===== config.mk =====
export PLATFORM = sky130hd
export DESIGN_NAME = nav_mission_sequencer
export DESIGN_NICKNAME = d
export VERILOG_FILES = /design/src/rtl/nav_pkg.sv /design/src/rtl/nav_mission_sequencer.sv
export SDC_FILE = /design/constraint.sdc
export NUM_CORES = 1
export LEC_CHECK = 0
export ABC_CLOCK_PERIOD_IN_PS = 1700
export BUFFER_PORTS_ARGS = -buffer_cell sky130_fd_sc_hd__buf_2
export CORE_ASPECT_RATIO = 2
export CORE_MARGIN = 5
export CORE_UTILIZATION = 51
export CTS_BUF_LIST = sky130_fd_sc_hd__clkbuf_2 sky130_fd_sc_hd__clkbuf_4 sky130_fd_sc_hd__clkbuf_8
export CTS_CLUSTER_DIAMETER = 80
export CTS_CLUSTER_SIZE = 24
export DETAILED_ROUTE_END_ITERATION = 8
export HOLD_SLACK_MARGIN = 0.03
export MAX_ROUTING_LAYER = met4
export PLACE_DENSITY = 0.93
export SYNTH_ARGS = -nofsm -noshare
export SYNTH_HDL_FRONTEND = slang
export SYNTH_SLANG_ARGS = --single-unit

===== constraint.sdc =====
create_clock -name CLK -period 1.7 [get_ports CLK]
set_input_delay 0.085 -clock CLK [delete_from_list [all_inputs] [get_ports CLK]]
set_output_delay 0.085 -clock CLK [all_outputs]
set_load 0.01 [all_outputs]

===== src/rtl/nav_pkg.sv =====
// ============================================================================
//  Module   : nav_pkg
//  Brief    : Shared encodings for the navigation system (phases, commands,
//             mission states, color and size codes).
//  Revision : 1.0 - initial release
// ============================================================================
`default_nettype none

package nav_pkg;

  localparam logic [1:0] RUN_INI = 2'b00;
  localparam logic [1:0] RUN_EXC = 2'b01;
  localparam logic [1:0] RUN_COM = 2'b10;
  localparam logic [1:0] RUN_ERR = 2'b11;

  localparam logic [4:0] NO_COMMAND = 5'b01100;
  localparam logic [4:0] TURN_RIGHT = 5'b01100;
  localparam logic [4:0] TURN_LEFT  = 5'b00110;
  localparam logic [4:0] STRAIGHT   = 5'b01110;

  localparam logic [4:0] START       = 5'd0;
  localparam logic [4:0] INI_FORWARD = 5'd1;
  localparam logic [4:0] INI_LEFT    = 5'd2;
  localparam logic [4:0] SEA_SCAN    = 5'd3;
  localparam logic [4:0] RIGHT_CARGO = 5'd4;
  localparam logic [4:0] CARGO_SCAN  = 5'd5;

  localparam logic [1:0] COLOR_NONE  = 2'b00;
  localparam logic [1:0] COLOR_RED   = 2'b01;
  localparam logic [1:0] COLOR_GREEN = 2'b10;
  localparam logic [1:0] COLOR_BLUE  = 2'b11;

  localparam logic [1:0] SIZE_NONE   = 2'b00;
  localparam logic [1:0] SIZE_SMALL  = 2'b01;
  localparam logic [1:0] SIZE_MEDIUM = 2'b10;
  localparam logic [1:0] SIZE_LARGE  = 2'b11;

  localparam logic [7:0] FORWARD_MARGIN = 8'd5;
  localparam logic [7:0] SEA_PATH       = 8'd4;
  localparam logic [7:0] CARGO_PATH     = 8'd16;
  localparam logic [7:0] SCAN_COMPARE   = 8'd12;

  // The mission loops RIGHT_CARGO <-> CARGO_SCAN forever after the opening steps.
  function automatic logic [4:0] next_state(input logic [4:0] s);
    case (s)
      INI_FORWARD: next_state = INI_LEFT;
      INI_LEFT:    next_state = SEA_SCAN;
      SEA_SCAN:    next_state = RIGHT_CARGO;
      RIGHT_CARGO: next_state = CARGO_SCAN;
      CARGO_SCAN:  next_state = RIGHT_CARGO;
      default:     next_state = START;
    endcase
  endfunction

endpackage

`default_nettype wire


===== src/rtl/nav_mission_sequencer.sv =====
// ============================================================================
//  Module   : nav_mission_sequencer
//  Brief    : Walks the fixed mission step list and drives the
//             COMMAND / PATH / COMPARE_DISTANCE / RUN_FLAG handshake.
//  Revision : 1.0 - initial release
// ============================================================================
`default_nettype none

module nav_mission_sequencer
  import nav_pkg::*;
(
  input  logic       CLK,
  input  logic       RESET,
  input  logic       START_HOLD,
  input  logic       NEXT_FLAG,
  input  logic [7:0] DISTANCE_SIDE_FRONT,
  input  logic [7:0] DISTANCE_FRONT,
  input  logic [7:0] RIGHT_DISTANCE,
  output logic [4:0] COMMAND,
  output logic [7:0] PATH,
  output logic [7:0] COMPARE_DISTANCE,
  output logic [1:0] RUN_FLAG,
  output logic [4:0] STATE,
  output logic [7:0] INITIAL_X,
  output logic [7:0] INITIAL_Y
);

  logic [4:0] r_state;
  logic [1:0] r_run_flag;
  logic [4:0] r_command;
  logic [7:0] r_path;
  logic [7:0] r_compare;
  logic [7:0] r_initial_x;
  logic [7:0] r_initial_y;

  always_ff @(posedge CLK) begin
    if (RESET) begin
      r_state     <= START;
      r_run_flag  <= RUN_INI;
      r_command   <= NO_COMMAND;
      r_path      <= 8'd0;
      r_compare   <= 8'd0;
      r_initial_x <= 8'd0;
      r_initial_y <= 8'd0;
    end else if (r_run_flag == RUN_ERR) begin
      // Error phase freezes everything until an external reset.
      r_state <= r_state;
    end else begin
      case (r_state)
        START: begin
          if (START_HOLD) begin
            r_initial_x <= DISTANCE_SIDE_FRONT;
            r_initial_y <= DISTANCE_FRONT;
          end else begin
            r_state <= INI_FORWARD;
          end
        end
        INI_FORWARD, INI_LEFT, SEA_SCAN, RIGHT_CARGO, CARGO_SCAN: begin
          case (r_run_flag)
            RUN_INI: begin
              r_run_flag <= RUN_EXC;
              case (r_state)
                INI_FORWARD: begin
                  r_command <= STRAIGHT;
                  r_path    <= DISTANCE_SIDE_FRONT;
                  r_compare <= DISTANCE_SIDE_FRONT - FORWARD_MARGIN;
                end
                INI_LEFT: begin
                  r_command <= TURN_LEFT;
                  r_compare <= DISTANCE_SIDE_FRONT;
                end
                SEA_SCAN: begin
                  r_command <= STRAIGHT;
                  r_path    <= SEA_PATH;
                  r_compare <= SCAN_COMPARE;
                end
                RIGHT_CARGO: begin
                  r_command <= TURN_RIGHT;
                  r_compare <= RIGHT_DISTANCE;
                end
                default: begin
                  r_command <= STRAIGHT;
                  r_path    <= CARGO_PATH;
                  r_compare <= SCAN_COMPARE;
                end
              endcase
            end
            RUN_EXC: begin
              if (NEXT_FLAG) r_run_flag <= RUN_COM;
            end
            default: begin
              r_run_flag <= RUN_INI;
              r_state    <= next_state(r_state);
            end
          endcase
        end
        default: begin
          r_state    <= START;
          r_run_flag <= RUN_INI;
        end
      endcase
    end
  end

  assign COMMAND          = r_command;
  assign PATH             = r_path;
  assign COMPARE_DISTANCE = r_compare;
  assign RUN_FLAG         = r_run_flag;
  assign STATE            = r_state;
  assign INITIAL_X        = r_initial_x;
  assign INITIAL_Y        = r_initial_y;

endmodule

`default_nettype wire


### Word level (Yosys, flattened, before mapping)

Index checks and enable logic that the tools add are counted.

* add/sub/neg operators: 1
* eq/ne operators: 10
* multiplexer cells: 10
* bitwise logic cells: 3
* reductions and logical operators: 11

Operator list (number)
* 8-bit case mux with 3 select lines: 2
* 3-bit case mux with 4 select lines: 1
* 3-bit AND reduction: 4
* 5-bit by 2-bit equality test with 1-bit output (second input constant): 2
* 5-bit by 3-bit equality test with 1-bit output (second input constant): 2
* 5-bit two-way mux: 2
* 5-bit case mux with 2 select lines: 1
* 2-bit case mux with 2 select lines: 2
* 4-bit case mux with 2 select lines: 1
* 8-bit by 3-bit subtractor with 8-bit output (second input constant): 1
* 2-bit OR reduction: 3
* 5-bit by 1-bit equality test with 1-bit output (second input constant): 1
* 5-bit logical NOT: 1
* 5-bit OR reduction: 1
* 2-bit inequality test (second input constant): 2
* 4-bit AND reduction: 1
* 3-bit inequality test (second input constant): 1
* 1-bit inverter: 3
* 2-bit by 1-bit equality test with 1-bit output (second input constant): 1
* 2-bit equality test (second input constant): 1
* 2-bit logical NOT: 1
* 2-bit two-way mux: 1

* register bits: 44
* word-level logic and storage cells: 42

### Depth between registers and ports, before layout

* depth after elaboration: 5
* mapped depth: 7
* mapped depth without buffers: 6

### Worst setup path after synthesis

OpenSTA, ideal clock, no wires.

* path kind: reg2reg
* start: register r_run_flag[1] (netlist: RUN_FLAG[1])
* end: register r_path[2] (netlist: PATH[2])
* arrival: 1.338 ns
* required time: 1.572 ns
* slack: 0.234 ns
* stages on the path, launching flop included: 7
* path buffers: 2
* path through: dfxtp_1 clkbuf_1 nor2_2 o2111a_1 buf_4 mux2i_1 nor2_1

* longest elaborated chain between the ends: 3
* elaborated cells on any way between the ends: 4

Ends and longest elaborated chain
* from (decl): RTL line nav_mission_sequencer.sv:29 `logic [1:0] r_run_flag;`
* from (signal assigned): RTL line nav_mission_sequencer.sv:39 `r_run_flag <= RUN_INI;`
* from (signal assigned): RTL line nav_mission_sequencer.sv:61 `r_run_flag <= RUN_EXC;`
* from (signal assigned): RTL line nav_mission_sequencer.sv:89 `if (NEXT_FLAG) r_run_flag <= RUN_COM;`
* 2-bit equality test: RTL line nav_mission_sequencer.sv:45 `end else if (r_run_flag == RUN_ERR) begin`
* 1-bit inverter (no line)
* 4-bit AND reduction (no line) (*)
* to (signal assigned): RTL line nav_mission_sequencer.sv:41 `r_path <= 8'd0;`
* to (signal assigned): RTL line nav_mission_sequencer.sv:65 `r_path <= DISTANCE_SIDE_FRONT;`
* to (signal assigned): RTL line nav_mission_sequencer.sv:74 `r_path <= SEA_PATH;`
* to (decl): RTL line nav_mission_sequencer.sv:31 `logic [7:0] r_path;`

Every way passes the cells marked *; elsewhere a longest branch is shown, timed or not.
A chain may end at the register's enable or synchronous reset.

### Final worst setup path

* start: register r_run_flag[0] (netlist: RUN_FLAG[0])
* end: register r_path[6] (netlist: PATH[6])

The elaborated chain is that of the path after synthesis.

==> flow_summary.json <==
{
  "status": "finished clean",
  "nets": 343,
  "p_sw_share_pct": 29.29,
  "cts_sinks": 39,
  "clockPowerShare_pct": 34.2,
  "dpl.hpwl_microns": 4075,
  "ys_seq_elements": 39,
  "vdd_drop_max_mv": 0.5642,
  "layout_min_cycle_time_ns": 1.630,
  "fp.dieW_microns": 54.55,
  "drt-initial-drc-count": 88,
  "insertion_delay_ns": 0.30,
  "crit_type": "register to register",
  "path_delay_family": "flip-flops",
  "cp_slowest_cell": "dfxtp_1",
  "overflow": 0,
  "seq_power_share_pct": 44.2,
  "root_buffer": "clkbuf_8",
  "p_leak_nw": 1.081,
  "synthesis.area_sq_um": 2024,
  "drv_cap": 0,
  "final.setup.worst_slack_ns": 0.07007,
  "wl_per_cell_microns": 15.20,
  "final_cell_area_sq_um": 2502,
  "synthMuxAreaShare_pct": 3.461,
  "critPathMaxFanout": 13,
  "antenna_cells": 0,
  "required_ns": 1.86,
  "cts_tree": "done",
  "cts_buffer_depth": 2,
  "synth.distinct_cells": 45,
  "power_density_nw_per_um2": 919.3,
  "grt.total_usage_pct": 22.37,
  "fin_tns_setup_ns": 0,
  "ys_seq_area_share_pct": 38.57,
  "endpoint_kind": "register",
  "hold_viol": 0,
  "syn_avg_cell_area_sq_um": 8.130,
  "synth_top_cell_area_share_pct": 38.57,
  "rsz0062_at_grt": "no",
  "start_util_pct": 52.67,
  "io_buffers": 66,
  "via_per_inst": 5.609,
  "synth_compound_area_share_pct": 21.94,
  "grt_pass1_vias": 2051,
  "grt_pass1_wl_microns": 9004,
  "area_growth_pct": 23.61,
  "fin_crit_sh_pct": 95.88,
  "synth_flop_cell": "dfxtp_1",
  "grt_max_degree": 40,
  "pre_cts_ws_ns": 0.1147,
  "worst_slew_pin_slew_ns": 0.7398,
  "cp_num_buf_inv": 1,
  "finalMaxSlewViolations": 0,
  "fillers": 345,
  "io_pins": 72,
  "comb_power_share_pct": 21.6,
  "synth-simple-area-share_pct": 24.78,
  "drt_wl_total_microns": 5562,
  "async_reset_ff_share_pct": 0,
  "synth_xor_area_share_pct": 1.669,
  "synth_edf_count": 0,
  "syn_inst": 249,
  "cts.htree.levels": 2,
  "p_sw_mw": 0.6737,
  "antenna_left": 0,
  "p_int_mw": 1.627,
  "fmax_ghz": 0.6135,
  "num_vias": 2053,
  "yosys.area.top_type": "dfxtp_1",
  "final_common_cell": "buf_2",
  "critPathLaunchType": "register",
  "slew_headroom_pct": 50.68,
  "dp_cells": 355,
  "setup_violations": 0,
  "finClkSkew_ns": 0.009127,
  "cts_made_buffers": 5,
  "drc": 0,
  "synthAdderAreaFrac_pct": 0.6180,
  "path_cells": "nor2_2 -> o2111a_1 -> buf_4 -> mux2i_1 -> nor2_1",
  "layoutNonFillerInstCount": 366,
  "critPathArrivalTime_ns": 1.79,
  "rows": 32,
  "synth_top_family_by_area": "simple AND/OR/NAND/NOR gates",
  "synthTopCellsByArea": "dfxtp_1, nand2_1, a21oi_1",
  "core_sq_um": 3844,
  "fp.dieH_microns": 99.10,
  "post_cts_buffers": 0,
  "place.gp.congestion": 0.9387,
  "drive_above_1_share_pct": 31.11,
  "clkTransAtPathRegs_ns": 0.08,
  "hp-class": "input port to register",
  "placed_area_sq_um": 2355,
  "drt-pass1-iter-count": 4,
  "antenna_found_initial": 0,
  "slowest_delay_ns": 0.46,
  "yosysWarningCount": 0,
  "layout_common_cells": "buf_2, nand2_1, dfxtp_1, a21oi_1, nor2_1",
  "die-area_sq_um": 5406
}
[synthesized netlist by cell type, types with 2 or more instances]
cell,n
a31oi_1,3
a311oi_1,3
and2_1,3
conb_1,2
a2bb2oi_1,4
nand2_1,46
a21oi_1,28
dfxtp_1,39
buf_4,8
a22oi_1,5
or3_4,2
nor3_1,7
or3_1,2
xor2_1,2
a211oi_1,5
buf_2,4
clkbuf_1,7
and3_1,2
nor3_2,2
o22ai_1,4
o21ai_0,4
buf_6,5
inv_1,2
nor2b_1,4
mux2i_1,7
o21a_1,2
nand3_1,8
nor2_1,22
[worst paths after layout]
check,from,to,slack (ns),cells after the start
setup reg to reg,RUN_FLAG[0],PATH[6],0.07,5
setup / recovery,RUN_FLAG[0],PATH[6],0.07,5
hold reg to reg,INITIAL_Y[2],INITIAL_Y[2],0.45,2
hold / removal,DISTANCE_FRONT[2],INITIAL_Y[2],0.02,3
[registers in the layout, summed over array words and instances, names as in the netlist]
register / count
RUN_FLAG: 2
COMMAND: 2
STATE: 3
INITIAL_Y: 8
INITIAL_X: 8
PATH: 8
COMPARE_DISTANCE: 8
[metrics by stage]
stage / hold slack, ns / total power, mW / util [%]
final: 0.02403 / 2.301 / 65.10
after global routing: 0.03605 / 2.399 / 65.10
after CTS: 0.03127 / 2.307 / 65.04
after detailed placement: 0.3367 / 1.521 / 61.26
after global placement: 0.3266 / 1.508 / 61.26
after floorplan: 0.2210 / 1.367 / -
[final cells by class]
class                   instances  area [sq um]  area share [%]
multi-input cells             186          1081           43.20
clock inverters                 3         46.29           1.850
well taps                      51         63.81           2.550
clock buffers                   5         68.82           2.750
flip-flops and latches         39         783.3           31.30
repair buffers                 79         447.9           17.90
inverters                       3         11.26          0.4500
[metal layers]
| metal | routed length (microns) | GRT usage (%) | vias up |
|---|---|---|---|
| met5 | 0 | - | - |
| met4 | 199 | 12.28 | 0 |
| met3 | 375 | 3.448 | 21 |
| met2 | 2986 | 37.40 | 96 |
| met1 | 2001 | 23.89 | 948 |
| li1 | - | - | 988 |
[cell families (layout without fill, tap and decap cells)]
family,Yosys count,after routing
compound gates,66,66
simple gates,104,104
mux,7,7
flops,39,39
fa+ha+maj,1,1
xor+xnor,3,3
other cells,2,5
buf+inv,27,90
[power by group through the flow]
stage	logic (mW)	clock network, mW	registers, mW
after floorplan	0.315	0	1.05
after global placement	0.473	0	1.04
after detailed placement	0.482	0	1.04
after CTS	0.494	0.795	1.02
after global routing	0.542	0.832	1.03
final	0.496	0.786	1.02
[repair_timing]
item,CTS,global route
hold buffers,3,0
hold endpoints to repair,3,0
resized for setup,0,2
endpoints found under the setup margin,0,8
[tightest hold or removal path, cell delays in order]
cell     delay [ns]
buf_2          0.09
nand2_1        0.05
a21oi_1        0.05
Power figures use the tool's default switching activity.
